==> config.mk <==
export PLATFORM = sky130hd
export DESIGN_NAME = pe_mac_pipe
export DESIGN_NICKNAME = d
export VERILOG_FILES = /design/src/rtl/pe_mac_pipe.sv
export SDC_FILE = /design/constraint.sdc
export NUM_CORES = 2
export LEC_CHECK = 0
export CAP_MARGIN = 20
export CORE_ASPECT_RATIO = 1.1
export CORE_MARGIN = 3
export CORE_UTILIZATION = 55
export CTS_BUF_LIST = sky130_fd_sc_hd__clkbuf_8
export CTS_CLUSTER_SIZE = 25
export DETAILED_ROUTE_END_ITERATION = 8
export GPL_ROUTABILITY_DRIVEN = 0
export PLACE_DENSITY = 0.84
export SYNTH_ARGS = -nofsm -noshare
export SYNTH_HDL_FRONTEND = slang
export SYNTH_SLANG_ARGS = --single-unit
==> constraint.sdc <==
create_clock -name clk -period 7.2 [get_ports clk]
set_clock_uncertainty 0.05 [all_clocks]
set_input_delay 1.44 -clock clk [delete_from_list [all_inputs] [get_ports clk]]
set_output_delay 1.44 -clock clk [all_outputs]
set_load 0.05 [all_outputs]
==> src/rtl/pe_mac_pipe.sv <==
// pe_mac_pipe: parametrised multiply / multiply-add / PE / accumulate pipeline.
//
// Modes (per transaction): 0=MUL a*b, 1=MULADD a*b+U, 2=PE a*b+m*q+U+L,
// 3=ACC acc+a*b+m*q, with U=(su<<SU_SH) and L=(sl<<SL_SH) truncated to SW bits.
// Results are truncated modulo 2^SW.
//
// Pipeline split by LAT:
//   LAT=1 : output register only
//   LAT=2 : operand regs -> output
//   LAT=3 : operand regs -> product regs -> output
//   LAT=4 : operand regs -> product regs -> partial-sum regs -> output
// The accumulator term is added in front of the output register so that
// back-to-back ACC transactions chain without any hazard stall.
//
// Optional feature: define PE_MAC_OVF_FLAG_EN to add out_ovf, a registered
// flag set when the full-precision sum of the emerging result is >= 2^SW.

module pe_mac_pipe #(
  parameter int unsigned AW    = 17,
  parameter int unsigned BW    = 17,
  parameter int unsigned SW    = 48,
  parameter int unsigned LAT   = 3,
  parameter int unsigned SU_SH = 17,
  parameter int unsigned SL_SH = 0
) (
  input  logic          clk,
  input  logic          rst_n,
  input  logic          en,
  input  logic          in_valid,
  input  logic [1:0]    in_mode,
  input  logic [AW-1:0] in_a,
  input  logic [BW-1:0] in_b,
  input  logic [AW-1:0] in_m,
  input  logic [BW-1:0] in_q,
  input  logic [SW-1:0] in_sl,
  input  logic [SW-1:0] in_su,
  output logic          out_valid,
  output logic [1:0]    out_mode,
`ifdef PE_MAC_OVF_FLAG_EN
  output logic          out_ovf,
`endif
  output logic [SW-1:0] out_s
);

  localparam logic [1:0] MODE_MUL    = 2'd0;
  localparam logic [1:0] MODE_MULADD = 2'd1;
  localparam logic [1:0] MODE_PE     = 2'd2;
  localparam logic [1:0] MODE_ACC    = 2'd3;

  // Internal sum width: two guard bits above the widest term keep the
  // full-precision sum exact when the overflow flag is needed.
`ifdef PE_MAC_OVF_FLAG_EN
  localparam int unsigned PW = AW + BW;
  localparam int unsigned FW = ((SW > PW) ? SW : PW) + 2;
`else
  localparam int unsigned FW = SW;
`endif

  if ((LAT < 1) || (LAT > 4)) begin : g_lat_check
    $error("pe_mac_pipe: LAT must be in the range 1..4");
  end

  // ---------------------------------------------------------------------
  // Stage 0: operand selection. Unused operands are forced to zero so the
  // result never depends on them.
  // ---------------------------------------------------------------------
  logic [SW-1:0] w_su_sh;
  logic [SW-1:0] w_sl_sh;
  logic [AW-1:0] w_s0_m;
  logic [BW-1:0] w_s0_q;
  logic [SW-1:0] w_s0_u;
  logic [SW-1:0] w_s0_l;

  assign w_su_sh = in_su << SU_SH;
  assign w_sl_sh = in_sl << SL_SH;

  // Gate the per-mode terms at the pipeline entry.
  always_comb begin
    w_s0_m = '0;
    w_s0_q = '0;
    w_s0_u = '0;
    w_s0_l = '0;
    unique case (in_mode)
      MODE_MUL: begin
      end
      MODE_MULADD: begin
        w_s0_u = w_su_sh;
      end
      MODE_PE: begin
        w_s0_m = in_m;
        w_s0_q = in_q;
        w_s0_u = w_su_sh;
        w_s0_l = w_sl_sh;
      end
      MODE_ACC: begin
        w_s0_m = in_m;
        w_s0_q = in_q;
      end
      default: begin
      end
    endcase
  end

  // ---------------------------------------------------------------------
  // Stage 1: operand registers (LAT >= 2).
  // ---------------------------------------------------------------------
  logic          w_s1_valid;
  logic [1:0]    w_s1_mode;
  logic [AW-1:0] w_s1_a;
  logic [BW-1:0] w_s1_b;
  logic [AW-1:0] w_s1_m;
  logic [BW-1:0] w_s1_q;
  logic [SW-1:0] w_s1_u;
  logic [SW-1:0] w_s1_l;

  if (LAT >= 2) begin : g_op_reg
    logic          r_valid;
    logic [1:0]    r_mode;
    logic [AW-1:0] r_a;
    logic [BW-1:0] r_b;
    logic [AW-1:0] r_m;
    logic [BW-1:0] r_q;
    logic [SW-1:0] r_u;
    logic [SW-1:0] r_l;

    // Operand-stage valid: cleared by reset, advances only when enabled.
    always_ff @(posedge clk) begin
      if (!rst_n) begin
        r_valid <= 1'b0;
      end else if (en) begin
        r_valid <= in_valid;
      end
    end

    // Operand data: no reset, so these map onto the DSP input registers.
    always_ff @(posedge clk) begin
      if (en) begin
        r_mode <= in_mode;
        r_a    <= in_a;
        r_b    <= in_b;
        r_m    <= w_s0_m;
        r_q    <= w_s0_q;
        r_u    <= w_s0_u;
        r_l    <= w_s0_l;
      end
    end

    assign w_s1_valid = r_valid;
    assign w_s1_mode  = r_mode;
    assign w_s1_a     = r_a;
    assign w_s1_b     = r_b;
    assign w_s1_m     = r_m;
    assign w_s1_q     = r_q;
    assign w_s1_u     = r_u;
    assign w_s1_l     = r_l;
  end else begin : g_op_bypass
    assign w_s1_valid = in_valid;
    assign w_s1_mode  = in_mode;
    assign w_s1_a     = in_a;
    assign w_s1_b     = in_b;
    assign w_s1_m     = w_s0_m;
    assign w_s1_q     = w_s0_q;
    assign w_s1_u     = w_s0_u;
    assign w_s1_l     = w_s0_l;
  end

  // ---------------------------------------------------------------------
  // Products.
  // ---------------------------------------------------------------------
  logic [FW-1:0] w_p1;
  logic [FW-1:0] w_p2;

  assign w_p1 = FW'(w_s1_a) * FW'(w_s1_b);
  assign w_p2 = FW'(w_s1_m) * FW'(w_s1_q);

  // ---------------------------------------------------------------------
  // Stage 2: product registers (LAT >= 3).
  // ---------------------------------------------------------------------
  logic          w_s2_valid;
  logic [1:0]    w_s2_mode;
  logic [FW-1:0] w_s2_p1;
  logic [FW-1:0] w_s2_p2;
  logic [SW-1:0] w_s2_u;
  logic [SW-1:0] w_s2_l;

  if (LAT >= 3) begin : g_prod_reg
    logic          r_valid;
    logic [1:0]    r_mode;
    logic [FW-1:0] r_p1;
    logic [FW-1:0] r_p2;
    logic [SW-1:0] r_u;
    logic [SW-1:0] r_l;

    // Product-stage valid: cleared by reset, advances only when enabled.
    always_ff @(posedge clk) begin
      if (!rst_n) begin
        r_valid <= 1'b0;
      end else if (en) begin
        r_valid <= w_s1_valid;
      end
    end

    // Product data registers (DSP M registers) and aligned addends.
    always_ff @(posedge clk) begin
      if (en) begin
        r_mode <= w_s1_mode;
        r_p1   <= w_p1;
        r_p2   <= w_p2;
        r_u    <= w_s1_u;
        r_l    <= w_s1_l;
      end
    end

    assign w_s2_valid = r_valid;
    assign w_s2_mode  = r_mode;
    assign w_s2_p1    = r_p1;
    assign w_s2_p2    = r_p2;
    assign w_s2_u     = r_u;
    assign w_s2_l     = r_l;
  end else begin : g_prod_bypass
    assign w_s2_valid = w_s1_valid;
    assign w_s2_mode  = w_s1_mode;
    assign w_s2_p1    = w_p1;
    assign w_s2_p2    = w_p2;
    assign w_s2_u     = w_s1_u;
    assign w_s2_l     = w_s1_l;
  end

  // ---------------------------------------------------------------------
  // Partial sum: second product folded into the post-adder with U and L.
  // ---------------------------------------------------------------------
  logic [FW-1:0] w_base;

  assign w_base = w_s2_p1 + w_s2_p2 + FW'(w_s2_u) + FW'(w_s2_l);

  // ---------------------------------------------------------------------
  // Stage 3: partial-sum register (LAT == 4).
  // ---------------------------------------------------------------------
  logic          w_s3_valid;
  logic [1:0]    w_s3_mode;
  logic [FW-1:0] w_s3_base;

  if (LAT >= 4) begin : g_sum_reg
    logic          r_valid;
    logic [1:0]    r_mode;
    logic [FW-1:0] r_base;

    // Partial-sum valid: cleared by reset, advances only when enabled.
    always_ff @(posedge clk) begin
      if (!rst_n) begin
        r_valid <= 1'b0;
      end else if (en) begin
        r_valid <= w_s2_valid;
      end
    end

    // Partial-sum data register.
    always_ff @(posedge clk) begin
      if (en) begin
        r_mode <= w_s2_mode;
        r_base <= w_base;
      end
    end

    assign w_s3_valid = r_valid;
    assign w_s3_mode  = r_mode;
    assign w_s3_base  = r_base;
  end else begin : g_sum_bypass
    assign w_s3_valid = w_s2_valid;
    assign w_s3_mode  = w_s2_mode;
    assign w_s3_base  = w_base;
  end

  // ---------------------------------------------------------------------
  // Final stage: accumulator term resolved here, immediately before the
  // output register, so ACC always sees the previous emerging result.
  // ---------------------------------------------------------------------
  logic [SW-1:0] r_acc;
  logic [FW-1:0] w_acc_term;
  logic [FW-1:0] w_sum;
  logic [SW-1:0] w_s_next;

  assign w_acc_term = (w_s3_mode == MODE_ACC) ? FW'(r_acc) : '0;
  assign w_sum      = w_s3_base + w_acc_term;
  assign w_s_next   = w_sum[SW-1:0];

  logic          r_out_valid;
  logic [1:0]    r_out_mode;
  logic [SW-1:0] r_out_s;

  // Output registers: valid follows the pipe; data loads only on a valid result.
  always_ff @(posedge clk) begin
    if (!rst_n) begin
      r_out_valid <= 1'b0;
      r_out_mode  <= 2'd0;
      r_out_s     <= '0;
    end else if (en) begin
      r_out_valid <= w_s3_valid;
      if (w_s3_valid) begin
        r_out_mode <= w_s3_mode;
        r_out_s    <= w_s_next;
      end
    end
  end

  // Accumulator tracks every emerging result regardless of its mode.
  always_ff @(posedge clk) begin
    if (!rst_n) begin
      r_acc <= '0;
    end else if (en && w_s3_valid) begin
      r_acc <= w_s_next;
    end
  end

  assign out_valid = r_out_valid;
  assign out_mode  = r_out_mode;
  assign out_s     = r_out_s;

`ifdef PE_MAC_OVF_FLAG_EN
  logic w_ovf_next;
  logic r_out_ovf;

  assign w_ovf_next = |w_sum[FW-1:SW];

  // Overflow flag, aligned with out_s and held the same way.
  always_ff @(posedge clk) begin
    if (!rst_n) begin
      r_out_ovf <= 1'b0;
    end else if (en && w_s3_valid) begin
      r_out_ovf <= w_ovf_next;
    end
  end

  assign out_ovf = r_out_ovf;
`endif

endmodule

-- Yosys cells after proc, flatten, opt, wreduce, memory -nomap -nowiden
Cells that the tools add are included.
- bits in registers: 433
- bits of input ports: 170
- output and inout bits: 51
- logic and storage cells: 34
- $add $sub $neg: 4
- $mul: 2
- equality and inequality tests: 4
- multiplexer cells: 1
- reductions and logical operators: 4
- operator list (kind ; number):
    $add 48x48->48 ; 2
    $mul 17x17->34 ; 2
    $add 35x48->48 ; 1
    $mux 48 ; 1
    $add 34x34->35 ; 1
    $eq 2x2->1 const B ; 3
    $reduce_or 2->1 ; 2
    $eq 2x1->1 const B ; 1
    $reduce_and 2->1 ; 1
    $logic_and 1x1->1 ; 1

-- Depth between registers and ports, before layout
- depth in word-level cells: 4
- depth in mapped cells: 24
- gate-level depth less buffers: 23

-- Least setup slack after synthesis
OpenSTA, ideal clock, no wires.
- path type: flip-flop to flip-flop
- from: register g_op_reg.r_b[2]
- to: register g_prod_reg.r_p1[33] (data pin)
- library setup time: 0.260 ns
- arrival time: 5.901 ns
- required time: 6.890 ns
- path slack: 0.989 ns
- cell stages (with the launch flop): 22
- buffers on the path: 1
- period minus slack after synthesis: 6.211 ns
- cell sequence: edfxtp_1 > clkbuf_1 > nand2_1 > fa_1 > fa_1 > fa_1 > fa_1 > inv_1 > fa_1 > inv_1 > fa_1 > inv_1 > ha_1 > a21oi_1 > o21ai_0 > or3_1 > o22ai_1 > a31oi_1 > a211oi_1 > o31ai_1 > a21oi_1 > xnor2_1
- word-level cells in the longest chain between the ends: 1
- ends and longest elaborated chain (what ; line ; source):
    from (decl) ; 120 ; logic [BW-1:0] r_b;
    from (signal assigned) ; 140 ; r_b <= in_b;
    $mul 17x17->34 ; 173 ; assign w_p1 = FW'(w_s1_a) * FW'(w_s1_b);
    net w_p1[33] ; 170 ; logic [FW-1:0] w_p1;
    to (signal assigned) ; 207 ; r_p1 <= w_p1;
    to (decl) ; 189 ; logic [FW-1:0] r_p1;
The timed path passes the listed nets, and every way through them passes these cells.
A chain may end at the register's enable or synchronous reset.

-- Worst setup path after layout
- from: register g_op_reg.r_m[7]
- to: register g_prod_reg.r_p2[33] (data pin)
- word-level cells in the longest chain between the ends: 1
- ends and longest elaborated chain (what ; line ; source):
    from (decl) ; 121 ; logic [AW-1:0] r_m;
    from (signal assigned) ; 141 ; r_m <= w_s0_m;
    $mul 17x17->34 ; 174 ; assign w_p2 = FW'(w_s1_m) * FW'(w_s1_q);
    net w_p2[33] ; 171 ; logic [FW-1:0] w_p2;
    to (signal assigned) ; 208 ; r_p2 <= w_p2;
    to (decl) ; 190 ; logic [FW-1:0] r_p2;
The timed path passes the listed nets, and every way through them passes these cells.

==> impl_metrics.json <==
{
  "worstPathCellList": "and2_1, fa_1, inv_1, fa_1, fa_1, inv_1, fa_1, fa_1, inv_1, fa_1, inv_1, ha_1, a21o_1, a21oi_1, nor2b_1, a21o_1, a21o_1, o41ai_2, a221oi_1, o21ai_0, xnor2_1",
  "cts_buffer_depth": 3,
  "synth_top_area_cell": "fa_1",
  "worstSetupPathType": "flop to flop",
  "yosysUniqueCellTypes": 69,
  "reg2reg_slack_ns": 0.38,
  "cp_data_arrival_time_ns": 7.18,
  "synth_compound_area_share_pct": 6.80,
  "post_cts_buffers": 0,
  "placed_cell_area_mm2": 0.0388,
  "numCtsBuffers": 59,
  "startpoint": "g_op_reg.r_m[7]$_SDFFCE_PN0P_",
  "h-tree-depth": 2,
  "cpPeakStageDelay_ns": 0.85,
  "fill_cells": 4918,
  "area_growth_pct": 11.5,
  "rows": 97,
  "worstSetupEndpointType": "flop",
  "io_buffer_count": 203,
  "min_period_over_period_pct": 94.7,
  "setup_viol": 0,
  "fmax_ghz": 0.147,
  "firstDrtPassIters": 6,
  "cp-endpoint": "g_prod_reg.r_p2[33]$_DFFE_PP_",
  "fin_area_mm2": 0.0400,
  "synth_warnings": 0,
  "fin_setup_tns_ns": 0,
  "relSlewSlack_pct": 39.5,
  "dp_hpwl_mm": 66.6,
  "rsz0062_at_grt": "false",
  "grt_max_degree": 151,
  "ys.flop_type": "edfxtp_1",
  "vias": 25100,
  "cp_slowest_cell": "edfxtp_1",
  "drive_gt1_share_pct": 3.92,
  "die-area_mm2": 0.0684,
  "nets": 4596,
  "ys_seq_area_share_pct": 27.9,
  "critPathLaunchType": "flop",
  "clk_pin_slew_ns": 0.07,
  "reg2reg_to": "g_prod_reg.r_p2[33]$_DFFE_PP_",
  "rr_startpoint": "g_op_reg.r_m[7]$_SDFFCE_PN0P_",
  "drtIter0Drc": 2165,
  "syn_area_per_cell_um2": 10.5,
  "die_height_um": 274,
  "netlist_instances": 3405,
  "core_mm2": 0.0642,
  "synth_fa_ha_area_share_pct": 41.1,
  "r2r_cells": 21,
  "async_flop_share_pct": 0,
  "ant_nets": 0,
  "totalWireLength_mm": 85.5,
  "initial_core_util_pct": 55.9,
  "holdBufCountCts": 0,
  "yosys.area_share.simple_pct": 14.3,
  "grt_overflow": 0,
  "required_ns": 7.56,
  "synth_seq_cells": 351,
  "synth_top_area_share_pct": 30.4,
  "post_cts_resized": 0,
  "path_max_fanout": 17,
  "netlist_area_mm2": 0.0359,
  "tightest_slew_ns": 0.907,
  "synth_nets": 4427,
  "synth_edf_count": 298,
  "first_global_vias": 26500,
  "synth-xor-area-share_pct": 2.34,
  "status": "finished clean",
  "die_width_um": 250,
  "detail_route.wl_per_cell_um": 19.1,
  "path_common_cell": "fa_1",
  "muxShareOfSynthArea_pct": 0.174,
  "synth_top_family_by_area": "adder cells",
  "drc": 0,
  "yosys-top-cells-area": "fa_1 30%, edfxtp_1 25%, ha_1 11%, inv_1 6.0%, and2_1 5.3%",
  "vias_per_cell": 5.62,
  "timing.final.ws_setup_ns": 0.379,
  "clock_latency_ns": 0.67,
  "cts_tree": "yes",
  "maxCapViolCount": 0,
  "synth_commonest_cells": "571 x inv_1, 546 x fa_1, 433 x nand2_1, 307 x and2_1, 306 x ha_1",
  "synth.most_common_cell": "inv_1",
  "grt_antenna_before_repair": 6,
  "grtUsageTotal_pct": 25.8,
  "place_ws_ns": 0.477,
  "ioPinCount": 221,
  "finalMaxSlewViolations": 0,
  "hold_class": "flop to flop",
  "clock-sinks": 351,
  "root_buffer": "clkbuf_8",
  "grt_first_pass_wirelength_mm": 139,
  "hold_violations": 0,
  "period_needed_ns": 6.82
}
## worst min-delay path by stage
stage                                               from                           end  slack [ns]  cells past startpoint
final                     g_op_reg.r_u[20]$_SDFFCE_PN0P_  g_prod_reg.r_u[20]$_DFFE_PP_        0.36                      0
after global placement    g_op_reg.r_l[34]$_SDFFCE_PN0P_  g_prod_reg.r_l[34]$_DFFE_PP_        0.35                      0
after floorplan            g_op_reg.r_l[0]$_SDFFCE_PN0P_   g_prod_reg.r_l[0]$_DFFE_PP_        0.35                      0
after CTS                 g_op_reg.r_l[34]$_SDFFCE_PN0P_  g_prod_reg.r_l[34]$_DFFE_PP_        0.36                      0
after detailed placement  g_op_reg.r_l[20]$_SDFFCE_PN0P_  g_prod_reg.r_l[20]$_DFFE_PP_        0.35                      0
after global routing      g_op_reg.r_l[34]$_SDFFCE_PN0P_  g_prod_reg.r_l[34]$_DFFE_PP_        0.36                      0
## cells by family (layout without fill, tap and decap cells)
family | count (synthesis) | count (layout)
xor+xnor | 96 | 96
other cells | 0 | 2
simple gates | 1021 | 1021
buf+inv | 707 | 924
compound gates | 372 | 372
fa+ha+maj | 852 | 852
mux | 6 | 6
flops | 351 | 351
## critical path: cells and delay by family, from the launching register on
family                   cells  cell delay, ns
adder cells (fa/ha/maj)      7            3.19
AO/OA/AOI/OAI                7            1.52
flip-flops                   1            0.85
AND/OR/NAND/NOR              2            0.55
buffers and inverters        4            0.24
XOR/XNOR                     1            0.15
## state kept, by name, summed over array words and instances (netlist names), 31 cells and up
signal / cells
g_op_reg.r_l: 48
g_op_reg.r_u: 31
g_prod_reg.r_l: 48
g_prod_reg.r_p1: 34
g_prod_reg.r_p2: 34
g_prod_reg.r_u: 31
out_s: 48
## metrics by stage
| stage | hold WS (ns) | utilization, % | instances |
|---|---|---|---|
| 2_1_floorplan | 0.350 | - | 3405 |
| 3_3_place_gp | 0.351 | 60.4 | 4353 |
| 3_5_place_dp | 0.355 | 60.4 | 4353 |
| 4_1_cts | 0.363 | 62.3 | 4462 |
| 5_1_grt | 0.361 | 62.3 | 4465 |
| 6_report | 0.362 | 62.3 | 4465 |
## cell usage in the layout, fill, tap and decap left out, types with 76 or more instances in the layout
cell             Yosys  routed
nand2_1            433     432
ha_1               306     305
clkdlybuf4s50_1      0     202
inv_1              571     590
fa_1               546     546
a21o_1              77      77
nor2b_1             76      76
edfxtp_1           298     298
a21oi_1            118     118
and2_1             307     306
## routing by layer
layer  routed length (µm)  share of wire [%]  global-route usage, %
met1                33400                 39                   33.6
met2                40000                 47                   41.4
met3                 7390                8.6                   5.18
met4                 4690                5.5                   12.9
met5                    7             0.0082                      0
## final cells by class
cell class	instances	area, µm²	share of cell area (%)
antenna	2	5.00	0.0125
timing repair buffer	243	2370	5.92
clock inverter	42	264	0.660
sequential	351	10000	25.0
clock buffer	67	922	2.30
multi-input combinational	2347	23200	58.1
tap	841	1050	2.63
inverter	572	2150	5.37
Power is not shown: default switching activity piles up to over one toggle a cycle in this logic, so the estimate is an artifact.
